[src/rtl/systolic_pkg.sv]
// ============================================================================
// Module      : systolic_pkg
// Description : Shared state encoding, default array geometry and the drain
//               length helper for the systolic array feeder.
// Revision    : 1.0 - initial release
// ============================================================================
`default_nettype none

package systolic_pkg;

  localparam int ARR_ROWS = 8;
  localparam int ARR_COLS = 8;
  localparam int DATA_W   = 8;

  typedef enum logic [2:0] {
    ST_IDLE   = 3'd0,
    ST_LOAD_W = 3'd1,
    ST_SETTLE = 3'd2,
    ST_STREAM = 3'd3,
    ST_DRAIN  = 3'd4,
    ST_DONE   = 3'd5
  } feeder_state_e;

  // Zero-beat cycles needed after the last activation until every partial
  // sum has left the array; a skewed feed adds the deepest lane's delay.
  function automatic int d_cyc(input int rows, input int cols, input bit skew);
    return skew ? (rows + cols + rows - 1) : (rows + cols);
  endfunction

endpackage

`default_nettype wire

[src/rtl/systolic_skew_buf.sv]
// ============================================================================
// Module      : systolic_skew_buf
// Description : Triangular delay line; lane i of the activation vector is
//               delayed by i cycles, lane 0 passes straight through.
// Revision    : 1.0 - initial release
// ============================================================================
`default_nettype none

module systolic_skew_buf
  import systolic_pkg::*;
#(
  parameter int N_ROWS = ARR_ROWS,
  parameter int DATA_W = systolic_pkg::DATA_W
) (
  input  logic                     clk,
  input  logic                     rst_n,
  input  logic                     flush,
  input  logic [N_ROWS*DATA_W-1:0] din,
  output logic [N_ROWS*DATA_W-1:0] dout
);

  for (genvar i = 0; i < N_ROWS; i++) begin : g_lane
    if (i == 0) begin : g_pass
      assign dout[DATA_W-1:0] = din[DATA_W-1:0];
    end else begin : g_dly
      logic [DATA_W-1:0] r_dly [i];

      always_ff @(posedge clk or negedge rst_n) begin
        if (!rst_n) begin
          for (int s = 0; s < i; s++) r_dly[s] <= '0;
        end else if (flush) begin
          for (int s = 0; s < i; s++) r_dly[s] <= '0;
        end else begin
          r_dly[0] <= din[i*DATA_W +: DATA_W];
          for (int s = 1; s < i; s++) r_dly[s] <= r_dly[s-1];
        end
      end

      assign dout[i*DATA_W +: DATA_W] = r_dly[i-1];
    end
  end

endmodule

`default_nettype wire

[src/rtl/systolic_feeder.sv]
// ============================================================================
// Module      : systolic_feeder
// Description : Sequences weight load, settle, activation streaming and drain
//               for a systolic array from two valid/ready streams.
//               Optional SYSTOLIC_FEEDER_SKEW_EN adds a triangular lane skew.
// Revision    : 1.0 - initial release
// ============================================================================
`default_nettype none

module systolic_feeder
  import systolic_pkg::*;
#(
  parameter int N_ROWS = ARR_ROWS,
  parameter int N_COLS = ARR_COLS,
  parameter int DATA_W = systolic_pkg::DATA_W,
  parameter int MAX_K  = 256
) (
  input  logic                         clk,
  input  logic                         rst_n,
  input  logic                         start,
  input  logic                         abort,
  input  logic                         w_valid,
  output logic                         w_ready,
  input  logic [N_COLS*DATA_W-1:0]     w_data,
  input  logic                         act_valid,
  output logic                         act_ready,
  input  logic [N_ROWS*DATA_W-1:0]     act_data,
  input  logic                         act_last,
  output logic                         load_weight,
  output logic [N_COLS*DATA_W-1:0]     b_in_flat,
  output logic                         block_valid,
  output logic [N_ROWS*DATA_W-1:0]     a_in_flat,
  output logic                         busy,
  output logic                         done,
  output logic [$clog2(MAX_K+1)-1:0]   k_count,
  output logic                         k_overflow
);

`ifdef SYSTOLIC_FEEDER_SKEW_EN
  localparam bit c_skew = 1'b1;
`else
  localparam bit c_skew = 1'b0;
`endif

  localparam int c_settle = N_COLS + 2;
  localparam int c_drain  = d_cyc(N_ROWS, N_COLS, c_skew);
  localparam int c_tmax   = (c_settle > c_drain) ? c_settle : c_drain;
  localparam int c_tw     = $clog2(c_tmax + 1);
  localparam int c_ww     = $clog2(N_ROWS + 1);
  localparam int c_kw     = $clog2(MAX_K + 1);

  feeder_state_e             r_state;
  logic [c_ww-1:0]           r_wcnt;
  logic [c_tw-1:0]           r_timer;
  logic [c_kw-1:0]           r_k;
  logic                      r_ovf;
  logic                      r_load_weight;
  logic [N_COLS*DATA_W-1:0]  r_b;
  logic                      r_block_valid;
  logic [N_ROWS*DATA_W-1:0]  r_a;
  logic                      r_done;

  logic w_k_last;
  assign w_k_last = (r_k == c_kw'(MAX_K - 1));

  // Array-facing outputs are registered: they show the beat or bubble of the
  // previous cycle, so the array sees one coherent vector per clock.
  always_ff @(posedge clk or negedge rst_n) begin
    if (!rst_n) begin
      r_state       <= ST_IDLE;
      r_wcnt        <= '0;
      r_timer       <= '0;
      r_k           <= '0;
      r_ovf         <= 1'b0;
      r_load_weight <= 1'b0;
      r_b           <= '0;
      r_block_valid <= 1'b0;
      r_a           <= '0;
      r_done        <= 1'b0;
    end else if (abort) begin
      r_state       <= ST_IDLE;
      r_wcnt        <= '0;
      r_timer       <= '0;
      r_load_weight <= 1'b0;
      r_b           <= '0;
      r_block_valid <= 1'b0;
      r_a           <= '0;
      r_done        <= 1'b0;
    end else begin
      r_load_weight <= 1'b0;
      r_block_valid <= 1'b0;
      r_a           <= '0;
      r_done        <= 1'b0;
      case (r_state)
        ST_IDLE: begin
          if (start) begin
            r_state <= ST_LOAD_W;
            r_wcnt  <= '0;
            r_k     <= '0;
            r_ovf   <= 1'b0;
          end
        end
        ST_LOAD_W: begin
          if (w_valid) begin
            r_load_weight <= 1'b1;
            r_b           <= w_data;
            if (r_wcnt == c_ww'(N_ROWS - 1)) begin
              r_wcnt  <= '0;
              r_timer <= '0;
              r_state <= ST_SETTLE;
            end else begin
              r_wcnt <= r_wcnt + c_ww'(1);
            end
          end
        end
        ST_SETTLE: begin
          if (r_timer == c_tw'(c_settle - 1)) begin
            r_timer <= '0;
            r_state <= ST_STREAM;
          end else begin
            r_timer <= r_timer + c_tw'(1);
          end
        end
        ST_STREAM: begin
          r_block_valid <= 1'b1;
          if (act_valid) begin
            r_a <= act_data;
            r_k <= r_k + c_kw'(1);
            if (act_last || w_k_last) begin
              r_timer <= '0;
              r_state <= ST_DRAIN;
              if (!act_last) r_ovf <= 1'b1;
            end
          end
        end
        ST_DRAIN: begin
          r_block_valid <= 1'b1;
          if (r_timer == c_tw'(c_drain - 1)) begin
            r_timer <= '0;
            r_state <= ST_DONE;
          end else begin
            r_timer <= r_timer + c_tw'(1);
          end
        end
        ST_DONE: begin
          r_done  <= 1'b1;
          r_state <= ST_IDLE;
        end
        default: r_state <= ST_IDLE;
      endcase
    end
  end

  assign w_ready     = (r_state == ST_LOAD_W);
  assign act_ready   = (r_state == ST_STREAM);
  assign busy        = (r_state != ST_IDLE);
  assign load_weight = r_load_weight;
  assign b_in_flat   = r_b;
  assign block_valid = r_block_valid;
  assign done        = r_done;
  assign k_count     = r_k;
  assign k_overflow  = r_ovf;

`ifdef SYSTOLIC_FEEDER_SKEW_EN
  logic w_flush;
  assign w_flush = abort || (r_state == ST_IDLE);

  systolic_skew_buf #(
    .N_ROWS (N_ROWS),
    .DATA_W (DATA_W)
  ) u_skew (
    .clk   (clk),
    .rst_n (rst_n),
    .flush (w_flush),
    .din   (r_a),
    .dout  (a_in_flat)
  );
`else
  assign a_in_flat = r_a;
`endif

endmodule

`default_nettype wire

[config.mk]
export PLATFORM = sky130hd
export DESIGN_NAME = systolic_feeder
export DESIGN_NICKNAME = d
export VERILOG_FILES = /design/src/rtl/systolic_pkg.sv /design/src/rtl/systolic_skew_buf.sv /design/src/rtl/systolic_feeder.sv
export SDC_FILE = /design/constraint.sdc
export NUM_CORES = 1
export LEC_CHECK = 0
export ABC_AREA = 1
export BUFFER_PORTS_ARGS = -buffer_cell sky130_fd_sc_hd__buf_4
export CORE_MARGIN = 5
export CORE_UTILIZATION = 30
export DETAILED_ROUTE_END_ITERATION = 12
export GPL_ROUTABILITY_DRIVEN = 0
export GPL_TIMING_DRIVEN = 0
export PLACE_DENSITY = 0.61
export SLEW_MARGIN = 20
export SYNTH_ARGS = -nofsm -noshare
export SYNTH_HDL_FRONTEND = slang
export SYNTH_SLANG_ARGS = --single-unit
[constraint.sdc]
create_clock -name clk -period 2.35 [get_ports clk]
set_clock_uncertainty 0.1 [all_clocks]
set_input_delay 0.1175 -clock clk [delete_from_list [all_inputs] [get_ports clk]]
set_output_delay 0.1175 -clock clk [all_outputs]
set_load 0.05 [all_outputs]
==> flow_summary.yaml <==
finish:
  syn_to_final_growth_pct: 70.59
  final_util_pct: 52.02
  drive_above_1_share_pct: 30.63
  antenna_cells: 0
  nFillCells: 1785
  nNetsFinal: 1249
  post-route-cell-area_um2: 10530
drt:
  wirelength_um: 20230
  wl_per_cell_um: 14.55
  postRouteAntennaNets: 0
  vias: 5805
  vias_per_cell: 4.176
  drcViolationCount: 0
  drtPass1Iterations: 4
  drtIter0Drc: 270
flow_run:
  max-cap-violations: 0
global_route:
  grt_max_degree: 90
  grt_pass1_wl_um: 32800
  antenna_found_initial: 0
  gr-usage-met2_pct: 29.27
  grt-ovfl-total: 0
  top_usage_layer: "met2"
  grt_pass1_vias: 6132
  met3_usage_pct: 4.778
  grt.total_usage_pct: 17.23
  grt_use_met1_pct: 21.06
clock_network:
  clock_sinks: 153
  clk_root_buffer_cell: "clkbuf_16"
  cts_tree: "done"
  clk_pin_slew_ns: 0.07
  clk-insertion-delay-late_ns: 0.41
  cts_made_buffers: 17
  clk_path_buf_depth: 2
  htreeDepth: 4
synth:
  synth_area_um2: 6170
  synth-main-ff-cell: "dfrtp_1"
  yosysSeqAreaShare_pct: 62.06
  synth-edff-count: 0
  async_flop_share_pct: 100.0
  synth_cell_type_count: 27
  synthCells: 678
  yosysWarnings: 0
  synth.avg_cell_area_um2: 9.100
  synth_seq_cells: 153
  synth_nets: 820
timing:
  maxSlewHeadroom_pct: 65.64
  setup_violations: 0
  holdWs_ns: 0.08551
  worstMarginPinSlew_ns: 0.5153
  maxClockFrequency_mhz: 461.2
  timing.final.crit_period_ns: 2.168
  rsz0062_at_grt: "false"
  finalHoldViolCount: 0
  slew_viol_final: 0
  min_period_over_period_pct: 92.27
  setup_tns_ns: 0
placed_design:
  dpl-instance-area_um2: 8630
  io_buffers: 278
  place_hpwl_um: 13710
critical_path:
  crit_arrival_ns: 2.37
  r2r_start: "k_count[1]$_DFFE_PN0P_"
  rr_worst_depth: 13
  worstSetupPathType: "register to register"
  critPathCaptureType: "register"
  crit_path_cell_trace: "ha_1 > inv_1 > nor2_1 > nand3_1 > nor2_1 > ha_1 > nor2_1 > nor2_1 > nor2_2 > nor2_4 > nand2_2 > nand2_1 > nand2_1"
  cp_top_family: "simple AND/OR/NAND/NOR gates"
  startpoint_type: "register"
  worst-path-buf-inv: 1
  max_stage_delay_ns: 0.42
  crit_slowest_cell: "dfrtp_1"
  r2r_setup_slack_ns: 0.18
  crit_required_ns: 2.55
  cp_max_fo: 5
  crit_top_cell: "nor2_1"
  reg2reg_to: "r_timer[1]$_DFFE_PN0P_"
die:
  dieArea_um2: 23530
  coreArea_um2: 20230
  initial_core_util_pct: 30.49
  ioPinCount: 279
  die_x_um: 153.4
  num_rows: 52
  die_h_um: 153.4
worst_hold_path:
  min_from: "w_valid"
  min_to: "load_weight$_DFF_PN0_"
  holdPathStages: 4
  hold_path.class: "input pin to register"
pwr:
  power_leakage_nw: 5.643
  ir_worst_vdd_mv: 0.4282
  power_w: 0.008602
  p_per_area_nw_per_um2: 817.3
outcome:
  outcome: "finished clean"
routing by layer:
layer	up-vias	wire length [um]
li1	2863	-
met1	2708	8241
met2	194	10140
met3	40	1273
met4	0	567
met5	-	0
registers in the layout (all words and copies together) (netlist names):
signal,count
load_weight,1
k_overflow,1
k_count,9
a_in_flat,64
b_in_flat,64
done,1
block_valid,1
r_wcnt,4
r_timer,5
r_state,3
cells in the final DEF (no fill, tap or decap), drive strengths merged, types with 2 or more instances in the layout:
cell	n
clkbuf	21
nand4	6
nor2	87
nand2	125
dlygate4sd3	131
nor3	2
inv	165
or2	2
nand3	24
o21ai	75
ha	7
xor2	3
clkinv	3
a21oi	5
clkinvlp	5
dfrtp	153
buf	300
through the flow:
stage	worst slack, ns	cells
CTS	0.08371	1390
finish	0.1817	1390
detailed placement	0.1094	1227
global route	0.007967	1390
floorplan	0.07272	678
global placement	0.1096	1226
logic make-up after synthesis:
group / synth area share, %
xor+xnor: 0.5679
simple gates: 16.43
flops: 62.06
compound gates: 7.017
buf+inv: 12.51
fa+ha+maj: 1.420
where the power goes:
group | leakage (nW) | switching [W] | total [W] | internal [W]
combinational | 3.27 | 0.00188 | 0.00281 | 0.000936
sequential | 2.11 | 0.000187 | 0.00310 | 0.00291
clock | 0.266 | 0.00117 | 0.00269 | 0.00151
total | 5.64 | 0.00324 | 0.00860 | 0.00536
worst reg2reg max path: stages, from the launching register on:
cell	delay, ns
dfrtp_1	0.42
ha_1	0.22
inv_1	0.05
nor2_1	0.19
nand3_1	0.13
nor2_1	0.11
ha_1	0.17
nor2_1	0.07
nor2_1	0.13
nor2_2	0.07
nor2_4	0.16
nand2_2	0.11
nand2_1	0.08
nand2_1	0.05
cells in the mapped netlist, types with 3 or more instances:
| master | instances | area (um2) |
|---|---|---|
| nand4_1 | 6 | 37.54 |
| dfrtp_1 | 153 | 3829 |
| nand2_2 | 4 | 25.02 |
| nor2_2 | 3 | 18.77 |
| nor2_1 | 83 | 311.6 |
| buf_6 | 6 | 67.56 |
| nand3_1 | 23 | 115.1 |
| xor2_1 | 3 | 26.28 |
| buf_2 | 8 | 40.04 |
| nand2_1 | 121 | 454.2 |
| ha_1 | 7 | 87.58 |
| o21ai_1 | 8 | 40.04 |
| o21ai_0 | 66 | 330.3 |
| a21oi_1 | 5 | 25.02 |
| buf_4 | 7 | 52.55 |
| inv_1 | 161 | 604.3 |
final cells by class:
| class | instances | area, um2 | area share (%) |
|---|---|---|---|
| plain buffers | 23 | 167.7 | 1.593 |
| clock buffers | 19 | 442.9 | 4.208 |
| clock inverters | 13 | 136.4 | 1.296 |
| inverters | 161 | 604.3 | 5.742 |
| multi-input cells | 341 | 1574 | 14.95 |
| flip-flops and latches | 153 | 3829 | 36.38 |
| well taps | 270 | 337.8 | 3.210 |
| repair buffers | 410 | 3433 | 32.62 |
repair_timing:
item                                   4_1_cts  5_1_grt
gates resized for setup                      0        1
hold buffers                               131        0
setup endpoints to repair                    0        5
endpoints found under the hold margin      196        0
setup buffers                                0        0
how the worst max path moves through the flow:
stage	from	endpoint	slack, ns	depth (start not counted)
2_1_floorplan	k_count[1]$_DFFE_PN0P_	r_timer[2]$_DFFE_PN0P_	0.07	13
3_3_place_gp	k_count[1]$_DFFE_PN0P_	r_timer[0]$_DFFE_PN0P_	0.11	13
3_5_place_dp	k_count[1]$_DFFE_PN0P_	r_timer[0]$_DFFE_PN0P_	0.11	13
4_1_cts	k_count[1]$_DFFE_PN0P_	r_timer[1]$_DFFE_PN0P_	0.08	13
5_1_grt	k_count[1]$_DFFE_PN0P_	r_timer[3]$_DFFE_PN0P_	0.008	13
6_report	k_count[1]$_DFFE_PN0P_	r_timer[1]$_DFFE_PN0P_	0.18	13
Power figures use the tool's default switching activity.
